$ cat src/rtl/router_pkg.sv
// Shared definitions for the 1x3 router input-path controller.
package router_pkg;

  localparam int unsigned NUM_PORTS_DEF = 3;
  localparam int unsigned ADDR_W_DEF    = 2;

  // Header address that selects no destination FIFO at the default port count.
  localparam logic [ADDR_W_DEF-1:0] ADDR_INVALID = 2'b11;

  typedef enum logic [2:0] {
    DECODE_ADDRESS     = 3'd0,
    LOAD_FIRST_DATA    = 3'd1,
    LOAD_DATA          = 3'd2,
    LOAD_PARITY        = 3'd3,
    FIFO_FULL_STATE    = 3'd4,
    LOAD_AFTER_FULL    = 3'd5,
    WAIT_TILL_EMPTY    = 3'd6,
    CHECK_PARITY_ERROR = 3'd7
  } state_t;

endpackage

$ cat src/rtl/router_fsm.sv
// Packet-sequencing controller: decodes the header, waits for the target FIFO
// and drives the register-block strobes, FIFO write enable and source busy.
module router_fsm
  import router_pkg::*;
#(
  parameter int unsigned NUM_PORTS = NUM_PORTS_DEF,
  parameter int unsigned ADDR_W    = ADDR_W_DEF
) (
  input  logic                 clock,
  input  logic                 reset,
  input  logic                 pkt_valid,
  input  logic [ADDR_W-1:0]    data_in,
  input  logic                 fifo_full,
  input  logic [NUM_PORTS-1:0] fifo_empty,
  input  logic [NUM_PORTS-1:0] soft_reset,
  input  logic                 parity_done,
  input  logic                 low_pkt_valid,
  output logic                 detect_add,
  output logic                 lfd_state,
  output logic                 ld_state,
  output logic                 laf_state,
  output logic                 full_state,
  output logic                 rst_int_reg,
  output logic                 write_enb_reg,
  output logic                 busy,
  output logic [ADDR_W-1:0]    addr_lat
);

  state_t            state, state_nxt;
  logic [ADDR_W-1:0] addr_nxt;
  logic              addr_valid;
  logic              empty_in;
  logic              empty_lat;
  logic              srst_lat;

  always_ff @(posedge clock or posedge reset) begin
    if (reset) begin
      state    <= DECODE_ADDRESS;
      addr_lat <= '0;
    end else begin
      state    <= state_nxt;
      addr_lat <= addr_nxt;
    end
  end

  always_comb begin
    state_nxt  = DECODE_ADDRESS;
    addr_nxt   = addr_lat;
    empty_in   = 1'b0;
    empty_lat  = 1'b0;
    srst_lat   = 1'b0;
    addr_valid = 32'(data_in) < NUM_PORTS;

    // Port selection by loop keeps out-of-range addresses from indexing past the flags.
    for (int unsigned i = 0; i < NUM_PORTS; i++) begin
      if (32'(data_in) == i) empty_in = fifo_empty[i];
      if (32'(addr_lat) == i) begin
        empty_lat = fifo_empty[i];
        srst_lat  = soft_reset[i];
      end
    end

    case (state)
      DECODE_ADDRESS: begin
        if (pkt_valid && addr_valid) begin
          addr_nxt  = data_in;
          state_nxt = empty_in ? LOAD_FIRST_DATA : WAIT_TILL_EMPTY;
        end else begin
          state_nxt = DECODE_ADDRESS;
        end
      end
      WAIT_TILL_EMPTY:    state_nxt = empty_lat ? LOAD_FIRST_DATA : WAIT_TILL_EMPTY;
      LOAD_FIRST_DATA:    state_nxt = LOAD_DATA;
      LOAD_DATA: begin
        if (fifo_full)       state_nxt = FIFO_FULL_STATE;
        else if (!pkt_valid) state_nxt = LOAD_PARITY;
        else                 state_nxt = LOAD_DATA;
      end
      FIFO_FULL_STATE:    state_nxt = fifo_full ? FIFO_FULL_STATE : LOAD_AFTER_FULL;
      LOAD_AFTER_FULL: begin
        if (parity_done)        state_nxt = DECODE_ADDRESS;
        else if (low_pkt_valid) state_nxt = LOAD_PARITY;
        else                    state_nxt = LOAD_DATA;
      end
      LOAD_PARITY:        state_nxt = CHECK_PARITY_ERROR;
      CHECK_PARITY_ERROR: state_nxt = fifo_full ? FIFO_FULL_STATE : DECODE_ADDRESS;
      default:            state_nxt = DECODE_ADDRESS;
    endcase

    if (state != DECODE_ADDRESS && srst_lat) state_nxt = DECODE_ADDRESS;
  end

  assign detect_add    = (state == DECODE_ADDRESS);
  assign lfd_state     = (state == LOAD_FIRST_DATA);
  assign ld_state      = (state == LOAD_DATA);
  assign laf_state     = (state == LOAD_AFTER_FULL);
  assign full_state    = (state == FIFO_FULL_STATE);
  assign rst_int_reg   = (state == CHECK_PARITY_ERROR);
  assign write_enb_reg = (state == LOAD_DATA) || (state == LOAD_PARITY) ||
                         (state == LOAD_AFTER_FULL);
  assign busy          = (state != DECODE_ADDRESS) && (state != LOAD_DATA);

endmodule
$ cat config.mk
export PLATFORM = sky130hd
export DESIGN_NAME = router_fsm
export DESIGN_NICKNAME = d
export VERILOG_FILES = /design/src/rtl/router_pkg.sv /design/src/rtl/router_fsm.sv
export SDC_FILE = /design/constraint.sdc
export NUM_CORES = 1
export LEC_CHECK = 0
export CAP_MARGIN = 30
export CORE_ASPECT_RATIO = 1.1
export CORE_MARGIN = 1
export CORE_UTILIZATION = 30
export CTS_CLUSTER_DIAMETER = 30
export DETAILED_ROUTE_END_ITERATION = 10
export PLACE_DENSITY = 0.65
export SLEW_MARGIN = 0
export SYNTH_ARGS = -nofsm -noshare
export SYNTH_HDL_FRONTEND = slang
export SYNTH_SLANG_ARGS = --single-unit
$ cat constraint.sdc
create_clock -name clock -period 1.6 [get_ports clock]
set_input_delay 0.32 -clock clock [delete_from_list [all_inputs] [get_ports clock]]
set_output_delay 0.32 -clock clock [all_outputs]
set_load 0.005 [all_outputs]
==> summary.txt, run 1 <==
Remaining antenna violation count after routing = 0
First-pass GRT wire length = 2230 um
Fraction of layout cells with a size suffix above 1 = 24.5%
Yosys reg bits = 5
Final setup vio count = 0
TritonCTS Buffers = 3
Cell Pwr Density = 1570 nW/um^2
Nets = 109
Core Footprint = 1380 sq um
Placed Cells = 104
Die area = 1680 sq um
Max VDD drop = 0.889 mV
CTS tree = built
Largest net degree at the start of global routing = 9
Critical path type = register to output pin
Root Buffer = clkbuf_4
DRC = 0
All-Layer GR Usage = 18.8%
Cell Area, Synth = 455 sq um
Worst Reg-to-Reg Cells = 5
Data required time of the worst path = 1.28 ns
Post-synthesis xor/xnor area fraction = 0%
Die Ht = 42.9 um
Detailed Place HPWL = 1080 um
Worst-Skew Late Latency = 0.24 ns
Finished Layout Cells = 110
Arrival @ worst endpoint = 1.22 ns
Rows = 14
Starting Density = 32.9%
Clock Skew = 0.00420 ns
DR vias/cell = 5.21
Placer Congestion = 0.813
RSZ-0062 raised after global routing = false
Synth Warn # = 0
Initial antenna violation count = 0
Outcome = finished clean
Die Wd = 39.2 um
Slew headroom = 78.0%
Register area share after synthesis = 27.5%
Least-Margin Pin Slew = 0.326 ns
Number of port buffers = 23
Fin crit period = 1.54 ns
Yosys top cell area share = 27.5%
Compound-gate portion of the synthesized area = 26.4%
Worst setup SP type = register
Diode count = 0
Vias in the first global route = 564
1st-pass router iterations = 4
Area growth from synthesis to layout = 74.7%
Max-slew violation count = 0
Post-Synth Adder-Cell Area = 0%
Drt total wl = 1380 um
Simple-Gate Fraction of Synth Area = 30.8%
Netlist cell types = 24
Total Power = 1.25 mW
# hold bufs at CTS = 0
Cells after synthesis = 60
Vias = 573
Grt ovf = 0
I/O pin count = 24
Worst-path clk slew = 0.04 ns
Largest area contributor in the netlist = dfrtp_1
H-tree Lvls = 1
Max-cap violation count = 0
Mux cell area share after synthesis = 6.59%
Net Count, Synth = 74
Achievable frequency = 0.649 GHz
Largest family of logic cells by synthesized area = simple AND/OR/NAND/NOR gates
Period Utilization, post-route = 96.3%
Wire per inst = 12.5 um
Area contributors post-synth = dfrtp_1 (27%), o22a_1 (7.7%), mux2i_1 (6.6%)
Initial DRC Count = 5
Clk sinks = 5
Crit end category = output pin
Longest Clk Path Bufs = 2
Lkg Pwr = 0.359 nW
Min-delay worst type = input pin to asynchronous set/reset pin
Hold Violations, Final = 0
Mean area per synthesized cell = 7.59 sq um
Crit Path Max Fanout = 7
## synth_stat cells
cell      n
a32oi_1   1
nor3_4    1
buf_6     1
buf_2     2
o21a_2    1
nand3b_1  2
nand2_1   7
nand4b_1  1
mux2i_1   3
o21ai_1   1
nand4_1   2
o22ai_1   2
o31ai_1   1
o22a_1    4
or2_2     1
inv_1     5
dfrtp_1   5
or3b_1    1
o211ai_1  1
nand3_1   1
nor3_1    3
a21oi_1   4
o21ai_0   3
nor2_1    7
## kinds of logic after synthesis
logic type / Yosys count
DFF: 5
AOI/OAI and AO/OA: 18
and+or+nand+nor: 26
muxes: 3
buffers and inverters: 8
## report_power, final
part	internal (mW)	leakage, nW	switching [mW]
clock network	0.0942	0.0150	0.0502
logic	0.453	0.284	0.373
registers	0.192	0.0600	0.0848
total	0.739	0.359	0.508
## what timing repair did
item | in CTS | in global routing
gates resized for setup | 10 | 8
setup endpoints to repair | 9 | 6
pin swaps | 0 | 1
buffers inserted | 2 | 0
## critical path, cell delays in order (launching register included)
cell and delay [ns]:
dfrtp_1 0.38, buf_4 0.17, nor3_4 0.18, dlygate4sd2_1 0.25
## cells in the final DEF (no fill, tap or decap), drive strengths merged, types with 5 or more instances in the layout
| cell type | n |
|---|---|
| dlygate4sd2 | 5 |
| clkdlybuf4s50 | 15 |
| buf | 10 |
| nor2 | 7 |
| inv | 5 |
| dfrtp | 5 |
| nand2 | 7 |
## registers in the layout, summed over array words and instances, names as in the netlist
name,flops
state,3
addr_lat,2
## through the flow
step                instance area (sq um)  setup TNS, ns  utilization [%]  setup WS, ns  hold WS (ns)
CTS                                   778              0             56.2       0.00698         0.278
detailed placement                    744        -0.0485             53.8       -0.0485         0.537
finish                                796              0             57.5        0.0593         0.275
global placement                      744       -0.00219             53.8      -0.00219         0.530
floorplan                             455              0                -         0.321        0.0985
global route                          796              0             57.5       0.00659         0.309
## worst paths after layout
| kind | from | to | slack (ns) |
|---|---|---|---|
| max | state[2]$_DFF_PP0_ | detect_add | 0.06 |
| min | reset | addr_lat[1]$_DFFE_PP0P_ | 0.28 |
| max reg2reg | state[0]$_DFF_PP0_ | state[0]$_DFF_PP0_ | 0.08 |
| min reg2reg | addr_lat[1]$_DFFE_PP0P_ | addr_lat[1]$_DFFE_PP0P_ | 0.60 |
| max in group asynchronous | reset | addr_lat[0]$_DFFE_PP0P_ | 1.14 |
| min in group clock | addr_lat[1]$_DFFE_PP0P_ | addr_lat[1]$_DFFE_PP0P_ | 0.60 |
## routing by layer
| layer | track usage (%) | share of wire (%) | up-vias |
|---|---|---|---|
| met4 | 6.21 | 0.73 | 0 |
| met1 | 21.5 | 43 | 271 |
| li1 | - | - | 286 |
| met5 | 0 | 0 | - |
| met2 | 33.7 | 51 | 13 |
| met3 | 3.14 | 4.9 | 3 |
## final cells by class
cell class | instances | area [sq um]
inverters | 5 | 18.8
clock buffers | 4 | 26.3
repair buffers | 33 | 302
well taps | 16 | 20.0
multi-input cells | 47 | 302
flip-flops and latches | 5 | 128
fillers | 135 | 588
No activity file was read; power rests on OpenSTA's default activity.
==> run 2: changes to the inputs <==
clock period = 1.85 ns   (was 1.6 ns; I/O delays follow)
==> run 2 against run 1 <==
Via count increased by 0.87%. Global-route usage decreased by 1.4 points. First-iteration DRC count increased to 4.6 times the previous value. Clock skew decreased by 0.0024 ns. Largest cell class is now non-clock buffers. Largest power group unchanged.
==> summary.txt, run 2 (synthesized netlist as in run 1, its figures left out) <==
Worst setup SP type = register
Max VDD drop = 0.580 mV (-35%)
Slowest-stage cell, CP = clkdlybuf4s50_1
Min-delay worst type = input pin to asynchronous set/reset pin
Initial antenna violation count = 0 (unchanged)
Max FFs per register = 3 (unchanged)
RSZ-0062 raised after global routing = false
Drt total wl = 1410 um (+2.2%)
DP Area = 737 sq um (-1.0%)
Final setup vio count = 0 (unchanged)
Crit Path Max Fanout = 3 (-4)
Root Buffer = clkbuf_4
Remaining antenna violation count after routing = 0 (unchanged)
All-Layer GR Usage = 17.4% (-1.4 points)
Metal3 WL = 54 um (-19%)
Data required time of the worst path = 1.48 ns (+0.20 ns)
Die Ht = 42.9 um (unchanged)
Nets = 109 (unchanged)
Largest net degree at the start of global routing = 9 (unchanged)
Arrival @ worst endpoint = 1.42 ns (+0.20 ns)
Cell Pwr Density = 1380 nW/um^2 (-12%)
Number of port buffers = 23 (unchanged)
DR vias/cell = 5.25 (+0.87%)
WP buf/inv = 2 (unchanged)
Commonest cells after routing, fill and taps aside = clkdlybuf4s50_1 (17), buf_4 (10), nand2_1 (7), nor2_1 (7)
Max-cap violation count = 0 (unchanged)
Die area = 1680 sq um (unchanged)
Final instance area = 791 sq um (-0.63%)
Least-Margin Pin Slew = 0.260 ns (-0.0664 ns)
TritonCTS Buffers = 3 (unchanged)
Finished Layout Cells = 110 (unchanged)
Clock Skew = 0.00182 ns (-0.00238 ns)
Final Util = 57.1% (-0.36 points)
H-tree Lvls = 1 (unchanged)
Longest Clk Path Bufs = 2 (unchanged)
Hold Violations, Final = 0 (unchanged)
Crit end category = output pin
Detailed Place HPWL = 996 um (-7.8%)
Register name with the most flops = state
Metal1 wirelength = 634 um (+6.7%)
Core Footprint = 1380 sq um (unchanged)
R2r startpoint = state[1]$_DFF_PP0_
CP peak stage delay = 0.53 ns (+0.15 ns)
Rows = 14 (unchanged)
Placer Congestion = 0.757 (-6.9%)
Achievable frequency = 0.557 GHz
Worst Reg-to-Reg Cells = 6 (+1)
FILL cells = 143 (+5.9%)
Area growth from synthesis to layout = 73.6%
Fin Hold WS = 0.310 ns (+0.0352 ns)
CTS tree = built
DRC = 0 (unchanged)
Critical path type = register to output pin
1st-pass router iterations = 4 (unchanged)
Initial DRC Count = 23 (+18)
Die Wd = 39.2 um (unchanged)
Period Utilization, post-route = 97.0%
I/O pin count = 24 (unchanged)
Most common cell after layout, fill and taps aside = clkdlybuf4s50_1
Outcome = finished clean
Critical path depth = 3 (unchanged)
Final WS setup = 0.0558 ns (-0.00354 ns)
Slew headroom = 82.5% (+4.5 points)
Wire per inst = 12.8 um (+2.2%)
Clk sinks = 5 (unchanged)
Max-slew violation count = 0 (unchanged)
DR WL met2 = 707 um (+0.14%)
Fin crit period = 1.79 ns
Vias in the first global route = 500 (-11%)
DP Worst Slack = 0.166 ns (+0.215 ns)
Post-route setup TNS = 0 ns (unchanged)
Worst-path clk slew = 0.05 ns (about the same)
CP cell instances = inv_2, nor3_1, clkdlybuf4s50_1
Total Power = 1.09 mW (-13%)
Top Metal Used = met4
Lkg Pwr = 0.387 nW (+7.7%)
Crit path max-delay family = buffers and inverters
Grt ovf = 0 (unchanged)
Vias = 578 (+0.87%)
Diode count = 0 (unchanged)
# hold bufs at CTS = 0 (unchanged)
Fraction of layout cells with a size suffix above 1 = 20.2% (-4.3 points)
First-pass GRT wire length = 2070 um (-7.1%)
Largest registers = state (3), addr_lat (2)
Starting Density = 32.9% (unchanged)
Worst-Skew Late Latency = 0.25 ns (about the same)
Placed Cells = 103 (-0.96%)
Reg-to-Reg End = state[0]$_DFF_PP0_
FF-to-FF setup slack = 0.18 ns (+0.10 ns)
==> run 2: layout make-up <==
type                            count  area [sq um]  area share (%)
Multi-Input combinational cell     47           290            36.7
Inverter                            5          18.8            2.37
Tap cell                           16          20.0            2.53
Sequential cell                     5           126            16.0
Timing Repair Buffer               33           309            39.1
Clock buffer                        4          26.3            3.32
==> run 2: routing by layer <==
layer	GRT usage (%)	vias up
met1	22.5	275
met3	1.57	2
met4	10.3	0
met5	0	-
met2	27.0	14
li1	-	287
==> run 2: worst max path at each step <==
stage	startpoint	endpoint	slack, ns
floorplan	addr_lat[1]$_DFFE_PP0P_	state[0]$_DFF_PP0_	0.57
global placement	state[1]$_DFF_PP0_	write_enb_reg	0.17
detailed placement	state[1]$_DFF_PP0_	write_enb_reg	0.17
CTS	state[1]$_DFF_PP0_	laf_state	0.008
global route	state[0]$_DFF_PP0_	rst_int_reg	0.004
finish	state[1]$_DFF_PP0_	rst_int_reg	0.06
==> run 2: where the power goes <==
| part | switching, mW | internal [mW] |
|---|---|---|
| sequential | 0.0800 | 0.162 |
| combinational | 0.311 | 0.396 |
| clock | 0.0569 | 0.0823 |
| total | 0.448 | 0.641 |
==> run 2: repair_timing <==
action | 4_1_cts | 5_1_grt
resized for setup | 5 | 4
setup endpoints to repair | 5 | 4
buffers inserted | 1 | 2
==> run 3: changes to the inputs <==
CORE_AREA = 2 2 39 41   (was unset)
CORE_ASPECT_RATIO = unset   (was 1.1)
CORE_MARGIN = unset   (was 1)
CORE_UTILIZATION = unset   (was 30)
DIE_AREA = 0 0 41 43   (was unset)
PLACE_DENSITY = 0.72   (was 0.65)
TNS_END_PERCENT = 30   (was unset)
==> run 3 against run 2 <==
Maximum frequency is 2.9% lower. Wire length decreased by 6.3%. Worst hold slack improved by 0.0048 ns. Via count down 4.0%. Critical path type unchanged. Largest cell class is now multi-input gates.
==> summary.txt, run 3 (synthesized netlist as in run 1, its figures left out) <==
Rows = 14 (unchanged)
Reg-to-Reg End = state[0]$_DFF_PP0_
Initial DRC Count = 5 (-78%)
Diode count = 0 (unchanged)
Fin Hold WS = 0.315 ns (+0.00480 ns)
Fraction of layout cells with a size suffix above 1 = 20.0% (-0.21 points)
Outcome = finished clean
Cell Pwr Density = 1370 nW/um^2 (-0.68%)
DRC = 0 (unchanged)
Number of port buffers = 23 (unchanged)
# hold bufs at CTS = 0 (unchanged)
Starting Density = 32.9% (unchanged)
Worst-Skew Late Latency = 0.25 ns (about the same)
RSZ-0062 raised after global routing = true
R2r startpoint = state[0]$_DFF_PP0_
Root Buffer = clkbuf_4
CTS tree = built
FF-to-FF setup slack = 0.27 ns (+0.09 ns)
Lkg Pwr = 0.374 nW (-3.4%)
Register name with the most flops = state
Worst-path clk slew = 0.05 ns (about the same)
Hold Violations, Final = 0 (unchanged)
Clock Skew = 0.00633 ns (+0.00451 ns)
Clk sinks = 5 (unchanged)
Fin crit period = 1.85 ns (+0.0535 ns)
Area growth from synthesis to layout = 69.5%
Data required time of the worst path = 1.48 ns (about the same)
Min-delay worst type = input pin to asynchronous set/reset pin
Critical path depth = 3 (unchanged)
Wire per inst = 12.5 um (-2.7%)
I/O pin count = 24 (unchanged)
Crit path max-delay family = buffers and inverters
Grt ovf = 0 (unchanged)
Detailed Place HPWL = 990 um (-0.59%)
Vias in the first global route = 553 (+11%)
DP Area = 722 sq um (-2.0%)
Remaining antenna violation count after routing = 0 (unchanged)
All-Layer GR Usage = 17.3% (-0.10 points)
Worst Reg-to-Reg Cells = 5 (-1)
Final instance area = 772 sq um (-2.4%)
Max-slew violation count = 0 (unchanged)
Vias = 555 (-4.0%)
DR vias/cell = 5.24 (-0.36%)
Placer Congestion = 0.752 (-0.61%)
Critical path type = register to output pin
Final setup vio count = 0 (unchanged)
Crit Path Max Fanout = 6 (+3)
Longest Clk Path Bufs = 2 (unchanged)
Largest net degree at the start of global routing = 9 (unchanged)
Die Ht = 43 um (+0.31%)
H-tree Lvls = 1 (unchanged)
1st-pass router iterations = 4 (unchanged)
Commonest cells after routing, fill and taps aside = clkdlybuf4s50_1 (18), nor2_1 (7), buf_4 (6)
Initial antenna violation count = 0 (unchanged)
Core Footprint = 1380 sq um (unchanged)
Largest registers = state (3), addr_lat (2)
Nets = 105 (-3.7%)
Finished Layout Cells = 106 (-3.6%)
CP peak stage delay = 0.53 ns (about the same)
Worst setup SP type = register
Max-cap violation count = 0 (unchanged)
Slowest-stage cell, CP = clkdlybuf4s50_1
Die Wd = 41 um (+4.7%)
WP buf/inv = 2 (unchanged)
TritonCTS Buffers = 3 (unchanged)
Die area = 1760 sq um (+5.1%)
First-pass GRT wire length = 2120 um (+2.3%)
Achievable frequency = 0.541 GHz (-2.9%)
Max VDD drop = 0.641 mV (+11%)
Drt total wl = 1320 um (-6.3%)
Max FFs per register = 3 (unchanged)
Crit end category = output pin
Least-Margin Pin Slew = 0.274 ns (+0.0147 ns)
CP cell instances = inv_1, nor3_1, clkdlybuf4s50_1
Placed Cells = 101 (-1.9%)
Period Utilization, post-route = 99.9% (+2.9 points)
Slew headroom = 81.7% (-0.80 points)
Arrival @ worst endpoint = 1.48 ns (+0.06 ns)
Total Power = 1.06 mW (-3.0%)
Most common cell after layout, fill and taps aside = clkdlybuf4s50_1
## run 3: report_power, final
group	leakage [nW]	internal (mW)	switching, mW
clock	0.0150	0.0816	0.0465
sequential	0.0594	0.165	0.0846
combinational	0.299	0.383	0.295
## run 3: layout make-up
class                           count  area (sq um)
Clock buffer                        4          26.3
Sequential cell                     5           128
Fill cell                         141           612
Tap cell                           16          20.0
Multi-Input combinational cell     47           295
Timing Repair Buffer               29           284
Inverter                            5          18.8
## run 3: what timing repair did
item,4_1_cts,5_1_grt
resized for setup,3,9
setup buffers,0,1
endpoints found under the setup margin,6,5
## run 3: routing by layer
metal	vias to the layer above	wire length [um]	global-route usage [%]
li1	279	-	-
met1	262	558	19.7
met2	12	673	28.7
met3	2	76	1.57
met4	0	11	10.7
met5	-	0	0
## run 3: worst max-delay path by stage
| stage | from | to | slack (ns) |
|---|---|---|---|
| after detailed placement | data_in[0] | state[2]$_DFF_PP0_ | 0.14 |
| after global placement | data_in[0] | state[2]$_DFF_PP0_ | 0.18 |
| final | state[0]$_DFF_PP0_ | rst_int_reg | 0.002 |
| after CTS | state[0]$_DFF_PP0_ | rst_int_reg | -0.05 |
| after floorplan | addr_lat[1]$_DFFE_PP0P_ | state[0]$_DFF_PP0_ | 0.57 |
| after global routing | state[0]$_DFF_PP0_ | rst_int_reg | -0.04 |
## run 3: worst reg2reg max path, delay by kind of cell (launching register included)
family / cells / cell delay [ns]
DFF: 1 / 0.44
and+or+nand+nor: 1 / 0.37
AOI/OAI and AO/OA: 3 / 0.52
buffers and inverters: 1 / 0.17
## run 3: metrics by stage
step	setup slack, ns	utilization [%]	setup TNS, ns
2_1_floorplan	0.571	-	0
3_3_place_gp	0.175	52.2	0
3_5_place_dp	0.136	52.2	0
4_1_cts	-0.0477	54.0	-0.131
5_1_grt	-0.0369	55.8	-0.0369
6_report	0.00228	55.8	0
